--- src/rtl/alu_multicycle.sv ---
// Registered integer ALU. Logic, add/sub and compare ops finish in one cycle.
// Unsigned multiply (shift-add) and divide (restoring) take WIDTH steps in RUN.
// Result outputs change only when an operation completes, and stay held until
// the next completion.
module alu_multicycle #(
  parameter int WIDTH = 32
) (
  input  logic             Clock,
  input  logic             Reset,
  input  logic             Start,
  input  logic [2:0]       Op,
  input  logic [WIDTH-1:0] A,
  input  logic [WIDTH-1:0] B,
  output logic [WIDTH-1:0] Result,
  output logic [WIDTH-1:0] ResultHi,
  output logic             CarryOut,
  output logic             Overflow,
  output logic             Zero,
  output logic             DivZero,
  output logic             Busy,
  output logic             Done
);

  localparam int CW = $clog2(WIDTH + 1);

  localparam logic [2:0] OP_AND  = 3'b000;
  localparam logic [2:0] OP_OR   = 3'b001;
  localparam logic [2:0] OP_ADD  = 3'b010;
  localparam logic [2:0] OP_MUL  = 3'b011;
  localparam logic [2:0] OP_DIVU = 3'b100;
  localparam logic [2:0] OP_SLTU = 3'b101;
  localparam logic [2:0] OP_SUB  = 3'b110;
  localparam logic [2:0] OP_SLT  = 3'b111;

  typedef enum logic {IDLE, RUN} state_t;

  state_t           state_q, state_d;
  logic [CW-1:0]    cnt_q, cnt_d;
  logic             is_div_q, is_div_d;
  // opnd: multiplicand (MUL) or divisor (DIVU)
  // hi:   running product high half or partial remainder
  // lo:   multiplier being shifted out, or dividend shifting into quotient
  logic [WIDTH-1:0] opnd_q, opnd_d;
  logic [WIDTH-1:0] hi_q, hi_d;
  logic [WIDTH-1:0] lo_q, lo_d;
  logic [WIDTH-1:0] result_q, result_d;
  logic [WIDTH-1:0] result_hi_q, result_hi_d;
  logic             carry_q, carry_d;
  logic             ovf_q, ovf_d;
  logic             zero_q, zero_d;
  logic             divz_q, divz_d;
  logic             done_q, done_d;

  // Single-cycle datapath, evaluated on the live operand bus.
  logic [WIDTH:0]   sum_w, diff_w;
  logic [WIDTH-1:0] r_c, hi_c;
  logic             c_c, v_c, dz_c, go_run;

  assign sum_w  = {1'b0, A} + {1'b0, B};
  assign diff_w = {1'b0, A} - {1'b0, B};

  // Iterative step datapath, operating on the internal registers only.
  logic [WIDTH:0]   mul_add, div_sh, div_try;
  logic             div_ok;
  logic [WIDTH-1:0] step_hi, step_lo;

  assign mul_add = lo_q[0] ? ({1'b0, hi_q} + {1'b0, opnd_q}) : {1'b0, hi_q};
  assign div_sh  = {hi_q, lo_q[WIDTH-1]};
  assign div_try = div_sh - {1'b0, opnd_q};
  // Remainder stays below the divisor, so bit WIDTH of the trial is a clean borrow.
  assign div_ok  = ~div_try[WIDTH];

  // Pick the next partial product or partial remainder/quotient.
  always_comb begin
    step_hi = mul_add[WIDTH:1];
    step_lo = {mul_add[0], lo_q[WIDTH-1:1]};
    if (is_div_q) begin
      step_hi = div_ok ? div_try[WIDTH-1:0] : div_sh[WIDTH-1:0];
      step_lo = {lo_q[WIDTH-2:0], div_ok};
    end
  end

  // Decode the opcode into a single-cycle result or a request to iterate.
  always_comb begin
    r_c    = '0;
    hi_c   = '0;
    c_c    = 1'b0;
    v_c    = 1'b0;
    dz_c   = 1'b0;
    go_run = 1'b0;
    case (Op)
      OP_AND: r_c = A & B;
      OP_OR:  r_c = A | B;
      OP_ADD: begin
        r_c = sum_w[WIDTH-1:0];
        c_c = sum_w[WIDTH];
        v_c = (A[WIDTH-1] == B[WIDTH-1]) && (sum_w[WIDTH-1] != A[WIDTH-1]);
      end
      OP_SUB: begin
        r_c = diff_w[WIDTH-1:0];
        c_c = diff_w[WIDTH];
        v_c = (A[WIDTH-1] != B[WIDTH-1]) && (diff_w[WIDTH-1] != A[WIDTH-1]);
      end
      OP_SLTU: r_c = {{(WIDTH-1){1'b0}}, diff_w[WIDTH]};
      // Mixed signs: the negative operand is smaller; same signs: unsigned order holds.
      OP_SLT: r_c = {{(WIDTH-1){1'b0}},
                     (A[WIDTH-1] != B[WIDTH-1]) ? A[WIDTH-1] : diff_w[WIDTH]};
      OP_MUL: go_run = 1'b1;
      OP_DIVU: begin
        if (B == '0) begin
          r_c  = '1;
          hi_c = A;
          dz_c = 1'b1;
        end else begin
          go_run = 1'b1;
        end
      end
      default: r_c = '0;
    endcase
  end

  // Next-state and next-output logic of the IDLE/RUN controller.
  always_comb begin
    state_d     = state_q;
    cnt_d       = cnt_q;
    is_div_d    = is_div_q;
    opnd_d      = opnd_q;
    hi_d        = hi_q;
    lo_d        = lo_q;
    result_d    = result_q;
    result_hi_d = result_hi_q;
    carry_d     = carry_q;
    ovf_d       = ovf_q;
    zero_d      = zero_q;
    divz_d      = divz_q;
    done_d      = 1'b0;
    case (state_q)
      IDLE: begin
        if (Start) begin
          if (go_run) begin
            state_d  = RUN;
            cnt_d    = CW'(WIDTH);
            is_div_d = (Op == OP_DIVU);
            opnd_d   = (Op == OP_DIVU) ? B : A;
            lo_d     = (Op == OP_DIVU) ? A : B;
            hi_d     = '0;
          end else begin
            result_d    = r_c;
            result_hi_d = hi_c;
            carry_d     = c_c;
            ovf_d       = v_c;
            divz_d      = dz_c;
            zero_d      = (r_c == '0);
            done_d      = 1'b1;
          end
        end
      end
      RUN: begin
        hi_d  = step_hi;
        lo_d  = step_lo;
        cnt_d = cnt_q - CW'(1);
        if (cnt_q == CW'(1)) begin
          state_d     = IDLE;
          result_d    = step_lo;
          result_hi_d = step_hi;
          carry_d     = 1'b0;
          ovf_d       = 1'b0;
          divz_d      = 1'b0;
          zero_d      = (step_lo == '0);
          done_d      = 1'b1;
        end
      end
      default: state_d = IDLE;
    endcase
  end

  // State and registered outputs; reset aborts any running op without a Done.
  always_ff @(posedge Clock or posedge Reset) begin
    if (Reset) begin
      state_q     <= IDLE;
      cnt_q       <= '0;
      is_div_q    <= 1'b0;
      opnd_q      <= '0;
      hi_q        <= '0;
      lo_q        <= '0;
      result_q    <= '0;
      result_hi_q <= '0;
      carry_q     <= 1'b0;
      ovf_q       <= 1'b0;
      zero_q      <= 1'b0;
      divz_q      <= 1'b0;
      done_q      <= 1'b0;
    end else begin
      state_q     <= state_d;
      cnt_q       <= cnt_d;
      is_div_q    <= is_div_d;
      opnd_q      <= opnd_d;
      hi_q        <= hi_d;
      lo_q        <= lo_d;
      result_q    <= result_d;
      result_hi_q <= result_hi_d;
      carry_q     <= carry_d;
      ovf_q       <= ovf_d;
      zero_q      <= zero_d;
      divz_q      <= divz_d;
      done_q      <= done_d;
    end
  end

  assign Result   = result_q;
  assign ResultHi = result_hi_q;
  assign CarryOut = carry_q;
  assign Overflow = ovf_q;
  assign Zero     = zero_q;
  assign DivZero  = divz_q;
  assign Busy     = (state_q == RUN);
  assign Done     = done_q;

endmodule

--- config.mk ---
export PLATFORM = sky130hd
export DESIGN_NAME = alu_multicycle
export DESIGN_NICKNAME = d
export VERILOG_FILES = /design/src/rtl/alu_multicycle.sv
export SDC_FILE = /design/constraint.sdc
export NUM_CORES = 1
export LEC_CHECK = 0
export CORE_AREA = 2 2 206 249
export CTS_CLUSTER_DIAMETER = 30
export CTS_CLUSTER_SIZE = 12
export DETAILED_ROUTE_END_ITERATION = 6
export DIE_AREA = 0 0 208 251
export SYNTH_ARGS = -nofsm -noshare
export SYNTH_HDL_FRONTEND = slang
export SYNTH_SLANG_ARGS = --single-unit
--- constraint.sdc ---
create_clock -name Clock -period 12.2 [get_ports Clock]
set_input_delay 2.44 -clock Clock [delete_from_list [all_inputs] [get_ports Clock]]
set_output_delay 2.44 -clock Clock [all_outputs]
set_load 0.03 [all_outputs]
==> impl_metrics.py <==
metrics = {
    "die": {
        "io_pins": 140,
        "fp.dieH_um": 251,
        "core-area_sq_um": 49770,
        "start_util_pct": 34.76,
        "die_area_sq_um": 52210,
        "dieWidth_um": 208,
        "row_count": 90,
    },
    "power_and_ir_drop": {
        "clkPwrFrac_pct": 10.2,
        "seqPwrFrac_pct": 21.5,
        "leakagePower_nw": 8.771,
        "combPwrFrac_pct": 68.3,
        "max-vdd-ir-drop_v": 0.0001539,
        "internal_power_mw": 2.774,
        "switching_share_pct": 50.12,
        "powerDensity_nw_per_um2": 281.1,
        "p_switching_mw": 2.788,
    },
    "outcome": {
        "status": "finished, violations left",
        "failed_checks": "design-rule violations",
    },
    "clock_network": {
        "htreeDepth": 4,
        "cts_root_buf": "clkbuf_16",
        "clockBufferDepth": 2,
        "post_cts_buffers": 0,
        "clock_latency_ps": 450,
        "holdBufCountCts": 0,
        "cts_resized": 0,
        "clock-sinks": 173,
        "cts-buffers-inserted": 17,
        "clkSlewWorstSetupHoldPaths_ps": 70,
        "cts_tree": "done",
    },
    "synthesis": {
        "synthCells": 2199,
        "yosys_warnings": 0,
        "yosysUniqueCellTypes": 94,
        "ys_ff_latch": 173,
        "synth_area_sq_um": 17300,
        "yosysSeqAreaShare_pct": 25.03,
        "synth.net_count": 2438,
        "ys.flop_type": "dfrtp_1",
        "syn_avg_cell_area_sq_um": 7.867,
        "synth-edff-count": 0,
        "synthArstFlopShare_pct": 100.0,
    },
    "final_layout": {
        "stdcell_area_sq_um": 19790,
        "drive_gt1_share_pct": 5.916,
        "nets": 2491,
        "fin_cells": 2909,
        "fill_cells": 5118,
        "antenna_cells": 0,
        "area_growth_pct": 14.39,
    },
    "hold_path": {
        "hp-class": "reg2reg",
    },
    "timing": {
        "hold_violations": 0,
        "tns_ps": 0,
        "finalClockSkew_ps": 9.677,
        "period_share_pct": 58.92,
        "max_freq_mhz": 139.1,
        "slew_headroom_pct": 20.74,
        "maxSlewViolCount": 0,
        "period_minus_slack_ps": 7189,
        "rsz0062_at_grt": "no",
        "setup_viol": 0,
        "worst_pin_slew_ps": 1185,
    },
    "placed_design": {
        "gp_congestion": 0.9636,
        "portBuffers": 139,
        "place_area_sq_um": 19190,
        "dp.cells": 2877,
        "hpwl_um": 51970,
    },
    "route": {
        "drt_first_pass_iters": 7,
        "antenna_left": 0,
        "wl_per_cell_um": 22.93,
        "drcViolationCount": 2,
        "via_per_inst": 5.922,
        "drt-total-wl_um": 66700,
        "vias": 17228,
        "first_iter_violations": 1817,
    },
    "grt": {
        "grt_usage_pct": 24.89,
        "grt_pass1_wl_um": 101300,
        "grt_overflow": 0,
        "antenna_found_initial": 1,
        "grt_max_degree": 85,
        "grt_pass1_vias": 16616,
    },
    "worst_setup_path": {
        "cp.required_ps": 12560,
        "crit_fanout": 9,
        "arrival_ps": 7550,
        "end_kind": "flop",
        "worstSetupStartpointType": "primary input",
        "worstSetupPathType": "in2reg",
    },
    "run": {
        "drv_cap": 0,
    },
}
-- synthesized netlist by cell type, drive strengths merged, types with 8 or more instances --
| cell type | number | area [sq um] |
|---|---|---|
| ha | 165 | 2064 |
| xor2 | 19 | 166.4 |
| a31oi | 25 | 162.6 |
| nand3 | 21 | 105.1 |
| o211ai | 48 | 365.3 |
| a211o | 8 | 70.07 |
| or3 | 13 | 81.33 |
| o221ai | 11 | 108.9 |
| nor2b | 34 | 215.2 |
| o22ai | 21 | 131.4 |
| mux2i | 73 | 730.7 |
| mux2 | 21 | 236.5 |
| a22oi | 41 | 307.8 |
| o21bai | 17 | 127.6 |
| a221o | 21 | 210.2 |
| a21oi | 207 | 1040 |
| nand2b | 13 | 81.33 |
| dfrtp | 173 | 4329 |
| xnor2 | 55 | 481.7 |
| clkbuf | 97 | 364.1 |
| buf | 34 | 187.7 |
| a22o | 11 | 96.34 |
| o21a | 15 | 115.1 |
| a221oi | 18 | 176.4 |
| a31o | 9 | 78.83 |
| o21ai | 189 | 945.9 |
| nor2 | 186 | 698.2 |
| a211oi | 39 | 307.8 |
| nand4 | 15 | 93.84 |
| nor3 | 37 | 190.2 |
| inv | 183 | 686.9 |
| o31ai | 14 | 115.1 |
| nor4 | 22 | 158.9 |
| a2111oi | 9 | 98.84 |
| a21o | 55 | 412.9 |
| and3 | 17 | 111.4 |
| nand2 | 179 | 671.9 |
-- logic make-up after synthesis --
group / after synthesis / synth area share [%]
AOI/OAI and AO/OA: 801 / 30.55
xor gates and xnor gates: 74 / 3.747
adders and majority gates: 169 / 12.40
buffers and inverters: 315 / 7.182
DFF: 173 / 25.03
muxes: 94 / 5.591
and+or+nand+nor: 573 / 15.51
-- critical path, cell delays in order --
cell	delay [ps]
clkdlybuf4s50_1	780
inv_1	160
ha_1	520
o211ai_1	160
a21boi_0	470
nand4b_1	450
a2111oi_2	630
o21ai_1	250
a22o_1	240
a31oi_1	190
xor2_1	100
a221oi_1	510
and3b_1	270
nand4b_1	120
o31ai_2	240
-- metrics by stage --
step | worst slack [ps] | power (mW) | hold slack (ps) | utilization [%]
2_1_floorplan | 5072 | 3.905 | 462.2 | -
6_report | 5011 | 5.563 | 485.2 | 39.76
3_5_place_dp | 4719 | 4.944 | 469.7 | 38.55
4_1_cts | 5178 | 5.534 | 486.0 | 39.76
3_3_place_gp | 4736 | 4.870 | 465.0 | 38.55
5_1_grt | 4881 | 6.010 | 513.1 | 39.76
-- power groups by stage --
stage / registers [mW] / clock network [mW] / logic, mW
floorplan: 1.23 / 0 / 2.68
global placement: 1.19 / 0 / 3.68
detailed placement: 1.20 / 0 / 3.75
CTS: 1.19 / 0.572 / 3.77
global route: 1.23 / 0.596 / 4.19
finish: 1.20 / 0.569 / 3.80
-- cell usage in the layout (no fill, tap or decap), types with 23 or more instances in the layout --
cell             count
a21o_1              55
a21oi_1            206
nor2_1             183
nor2b_1             32
nand2_1            179
o21ai_0            166
o211ai_1            47
dfrtp_1            171
buf_4               26
o21ai_1             23
mux2i_1             73
a22oi_1             41
xnor2_1             55
ha_1               165
clkdlybuf4s50_1    137
a211oi_1            36
nor3_1              35
inv_1              180
a31oi_1             24
-- flip-flops by register name (all words and copies together), names as in the netlist --
register / count
ResultHi: 32
lo_q: 32
Zero: 1
hi_q: 32
Result: 32
CarryOut: 1
is_div_q: 1
Done: 1
cnt_q: 6
Overflow: 1
Busy: 1
opnd_q: 32
DivZero: 1
-- final cells by class --
cell class / count / area (sq um) / share of cell area (%)
multi-input cells: 1711 / 11780 / 59.50
flip-flops and latches: 173 / 4334 / 21.90
repair buffers: 165 / 1577 / 7.967
well taps: 644 / 805.8 / 4.072
inverters: 184 / 695.7 / 3.515
clock buffers: 21 / 470.5 / 2.377
clock inverters: 11 / 131.4 / 0.6639
-- layer usage --
| metal | wire (um) | global-route usage, % |
|---|---|---|
| met5 | 0 | 0 |
| met3 | 3427 | 2.236 |
| met2 | 31270 | 40.86 |
| met1 | 29540 | 33.91 |
| met4 | 2467 | 9.483 |
-- worst paths after layout --
kind	startpoint	to	slack, ps	cells past startpoint
max in group asynchronous	Reset	is_div_q	7600	4
worst max register to register	lo_q[31]	hi_q[9]	7250	16
worst min register to register	Result[31]	Result[31]	490	2
worst min-delay path	Result[31]	Result[31]	490	2
min in group asynchronous	Reset	DivZero	2350	2
worst max-delay path	B[4]	Zero	5010	15
No activity file was read; power rests on OpenSTA's default activity.
